`src/rtl/kb_search.sv`:
```
// Candidate-key sequencer: splices an index counter into a base key block,
// issues one checker request per candidate and stops on first valid or range end.
module kb_search #(
  parameter int unsigned CTR_W = 32
) (
  input  logic              clk,
  input  logic              rst,
  input  logic              stall,
  input  logic              go,
  input  logic              abort,
  input  logic [447:0]      base_kb,
  input  logic [CTR_W-1:0]  start_idx,
  input  logic [CTR_W-1:0]  end_idx,
  input  logic              aes_done,
  input  logic              aes_valid,
  output logic [447:0]      kb,
  output logic              aes_start,
  output logic              busy,
  output logic              found,
  output logic              exhausted,
  output logic [CTR_W-1:0]  found_idx,
  output logic [447:0]      found_kb,
  output logic [CTR_W-1:0]  tried
);

  typedef enum logic [2:0] {IDLE, ISSUE, WAIT, GAP, DRAIN} state_t;

  state_t             state, state_next;
  logic [447:CTR_W]   base_q;
  logic [CTR_W-1:0]   idx;
  logic [CTR_W-1:0]   end_q;
  logic               empty;
  logic               unused_base_lo;

  // The low base bits are always overwritten by the index.
  assign unused_base_lo = ^base_kb[CTR_W-1:0];

  assign kb    = {base_q, idx};
  assign busy  = (state != IDLE);
  assign empty = (start_idx > end_idx);

  always_comb begin
    state_next = state;
    case (state)
      IDLE:  if (go && !abort && !empty) state_next = ISSUE;
      ISSUE: state_next = abort ? DRAIN : WAIT;
      // Abort coinciding with the result strobe finishes the drain in one step.
      WAIT: begin
        if (aes_done)
          state_next = (abort || aes_valid || idx == end_q) ? IDLE : GAP;
        else if (abort)
          state_next = DRAIN;
      end
      GAP:   state_next = abort ? IDLE : ISSUE;
      DRAIN: if (aes_done) state_next = IDLE;
      default: state_next = IDLE;
    endcase
  end

  always_ff @(posedge clk or posedge rst) begin
    if (rst) begin
      state     <= IDLE;
      aes_start <= 1'b0;
      base_q    <= '0;
      idx       <= '0;
      end_q     <= '0;
      found     <= 1'b0;
      exhausted <= 1'b0;
      found_idx <= '0;
      found_kb  <= '0;
      tried     <= '0;
    end else if (!stall) begin
      state     <= state_next;
      aes_start <= (state_next == ISSUE);
      case (state)
        IDLE: begin
          if (go && !abort) begin
            base_q    <= base_kb[447:CTR_W];
            end_q     <= end_idx;
            idx       <= start_idx;
            found     <= 1'b0;
            exhausted <= empty;
            found_idx <= '0;
            found_kb  <= '0;
            tried     <= '0;
          end
        end
        WAIT: begin
          if (aes_done && !abort) begin
            tried <= tried + 1'b1;
            if (aes_valid) begin
              found     <= 1'b1;
              found_idx <= idx;
              found_kb  <= kb;
            end else if (idx == end_q) begin
              exhausted <= 1'b1;
            end else begin
              idx <= idx + 1'b1;
            end
          end
        end
        default: ;
      endcase
    end
  end

endmodule

```
`config.mk`:
```
export PLATFORM = sky130hd
export DESIGN_NAME = kb_search
export DESIGN_NICKNAME = d
export VERILOG_FILES = /design/src/rtl/kb_search.sv
export SDC_FILE = /design/constraint.sdc
export NUM_CORES = 2
export LEC_CHECK = 0
export BUFFER_PORTS_ARGS = -buffer_cell sky130_fd_sc_hd__buf_2
export CORE_AREA = 2 2 577 579
export DETAILED_ROUTE_END_ITERATION = 10
export DIE_AREA = 0 0 579 581
export PLACE_DENSITY = 0.38
export SLEW_MARGIN = 20
export SYNTH_ARGS = -nofsm -noshare
export SYNTH_HDL_FRONTEND = slang
export SYNTH_SLANG_ARGS = --single-unit
```
`constraint.sdc`:
```
create_clock -name clk -period 92.1 [get_ports clk]
set_input_delay 9.21 -clock clk [delete_from_list [all_inputs] [get_ports clk]]
set_output_delay 9.21 -clock clk [all_outputs]
set_load 0.01 [all_outputs]
```
==> impl_metrics.yaml <==
placed_design:
  port_buffers: 1450
  dpl.hpwl_um: 203000
  gp_congestion: 0.9187
synthesis:
  async_flop_share: 1.000
  synth_edf_count: 0
  ys_ff_latch: 966
  synth_mux_area_frac: 0.0005337
  yosysWarnings: 0
  syn_nets: 4068
  synth_xor_xnor_area_share: 0.01331
  synthFlopType: "dfrtp_1"
  synthAdderAreaFrac: 0.01134
  synth_top_family_by_area: "simple AND/OR/NAND/NOR gates"
  seq_area_frac_synth: 0.6444
  synth-compound-area-share: 0.1308
  synth_cell_type_count: 55
  syn-cell-area_um2: 37510
  synth.avg_cell_area_um2: 10.67
  syn_inst: 3515
  synthSimpleGateAreaFrac: 0.1634
global_routing:
  grt_pass1_vias: 33860
  antenna_found_initial: 78
  grt.total_usage: 0.1436
  grt_max_degree: 176
  overflow: 0
  grt_first_pass_wirelength_um: 330100
route:
  first_iter_violations: 2352
  totalWireLength_um: 251400
  detail_route.wl_per_cell_um: 26.87
  ant_nets: 0
  vias: 33390
  remaining_drc_errors: 0
  drtPass1Iterations: 5
  detail_route.vias_per_cell: 3.570
clock_tree:
  cts_resized: 0
  h-tree-depth: 3
  clkSinkCount: 966
  root_buffer: "clkbuf_16"
  cts_setup_buffers: 0
  cts_hold_buf: 0
  cts_tree: "built"
  cts_buffers: 122
  cts.clk_slew.worst_paths_ns: 0.06
  max-clock-path-buffers: 4
  insertion_delay_ns: 0.87
status:
  status: "complete, no violations"
power_and_ir_drop:
  combPwrFrac: 0.299
  p_switching_mw: 0.6914
  switching_share: 0.4196
  vdd_drop_max_mv: 0.01498
  p_seq_frac: 0.406
  p_int_mw: 0.9565
  p_leak_nw: 28.18
  p_clk_frac: 0.295
  power_density_nw_per_um2: 30.75
timing:
  min_period_over_period: 0.1563
  hold_viol_final: 0
  fin_setup_tns_ns: 0
  relSlewSlack: 0.3569
  report.final.slew_viol_count: 0
  fin_skew_ns: 0.07379
  rsz0062_at_grt: "false"
  layout_min_cycle_time_ns: 14.39
  finalSetupViolCount: 0
  max_freq_ghz: 0.06947
  worstMarginPinSlew_ns: 0.9647
floorplanning:
  row_count: 211
  initial_core_util: 0.1138
  core_area_um2: 329700
  die_h_um: 581
  dieArea_um2: 336400
  ios: 1483
  die_w_um: 579
setup_path:
  path_class: "in -> async"
  critPathTopFamily: "buffers and inverters"
  slowest_delay_ns: 0.83
  arrival_ns: 15.39
  cp-start-kind: "primary input"
  worstPathMaxFanout: 120
  critPathRequiredTime_ns: 93.09
  critPathCaptureType: "async pin"
  critical_path.cell_chain: "buf_2 > inv_8 > buf_4 > buf_4 > buf_4 > buf_4 > buf_4 > buf_4 > buf_4 > buf_16"
  cp_common_cell: "buf_4"
  crit_buf_inv: 10
  slowest_stage: "buf_4"
finish:
  final_common_cell: "buf_2"
  synthToLayoutAreaGrowth_pct: 42.86
  final_cell_mix: "1450 x buf_2, 1334 x nand2_1, 966 x dfrtp_1"
  postLayoutCoreUtil: 0.1625
  drive_gt1_frac: 0.3415
  nets: 5424
job:
  maxCapViolCount: 0
hold_path:
  hold_path_class: "reg -> reg"
tightest hold or removal path: cells and delay by family (launching register included):
family             cells  cell delay [ns]
AOI/OAI and AO/OA      1             0.06
DFF                    1             0.34
and+or+nand+nor        1             0.05
Yosys cell counts (8+ instances only):
cell / count / area, um2
clkbuf_1: 188 / 705.7
and3_1: 15 / 93.84
buf_2: 47 / 235.2
and4_1: 11 / 96.34
a2bb2oi_1: 8 / 70.07
xnor2_1: 45 / 394.1
dfrtp_1: 966 / 24170
nor2_1: 56 / 210.2
nand2_1: 1334 / 5007
a22o_1: 449 / 3933
nand4_1: 36 / 225.2
nand3_1: 35 / 175.2
xor2_1: 12 / 105.1
o21ai_0: 59 / 295.3
ha_1: 34 / 425.4
nor3_1: 14 / 70.07
a21oi_1: 41 / 205.2
inv_1: 44 / 165.2
buf_4: 32 / 240.2
o22ai_1: 13 / 81.33
power groups by stage:
stage	sequential, mW	clock, mW	combinational [mW]
floorplan	0.666	0	0.139
global placement	0.672	0	0.510
detailed placement	0.676	0	0.508
CTS	0.671	0.503	0.510
global route	0.682	0.520	0.539
finish	0.669	0.486	0.493
final cells by class:
type	instances	area, um2
repair buffers	1502	7712
well taps	4366	5463
inverters	44	172.7
fillers	37270	276200
flip-flops and latches	966	24170
multi-input cells	2235	12020
clock inverters	29	397.9
diodes	29	72.57
clock buffers	184	3576
per-stage QoR:
stage	hold slack, ns	area (um2)	power (mW)	setup WS [ns]	std cells
5_1_grt	0.5104	53560	1.741	76.89	9342
3_5_place_dp	0.4748	49490	1.185	76.32	9111
4_1_cts	0.4935	53460	1.683	77.23	9324
6_report	0.4858	53590	1.648	77.71	9355
2_1_floorplan	0.4668	37510	0.8055	55.72	3515
3_3_place_gp	0.4778	49490	1.182	76.36	9111
logic make-up (layout without fill, tap and decap cells):
family | count (synthesis) | count (layout)
and+or+nand+nor | 1533 | 1533
DFF | 966 | 966
AOI/OAI and AO/OA | 609 | 609
buffers and inverters | 314 | 1759
xor gates and xnor gates | 57 | 57
adders and majority gates | 34 | 34
muxes | 2 | 2
other | 0 | 29
sequential cells by signal, summed over array words and instances (netlist names):
register   flops
tried         32
state          3
idx           32
found_kb     417
exhausted      1
end_q         32
found          1
found_idx     31
aes_start      1
base_q       416
layer usage:
metal,GRT usage,vias to the layer above,share of wire
met5,0,-,0.0012
met4,0.06687,50,0.050
met3,0.06170,352,0.11
met2,0.2298,1564,0.46
met1,0.1641,16820,0.38
li1,-,14610,-
final timing paths:
kind,slack (ns),end,depth (start not counted),start
worst min register to register,0.49,aes_start$_DFFE_PP0N_,2,aes_start$_DFFE_PP0N_
min in group asynchronous,8.56,base_q[274]$_DFFE_PP0P_,2,rst
worst max-delay path,77.71,base_q[65]$_DFFE_PP0P_,10,rst
max in group clk,78.74,base_q[219]$_DFFE_PP0P_,10,abort
worst max register to register,86.35,found_kb[425]$_DFFE_PP0P_,10,state[0]$_DFFE_PP0N_
worst min-delay path,0.49,aes_start$_DFFE_PP0N_,2,aes_start$_DFFE_PP0N_
Power figures use the tool's default switching activity.
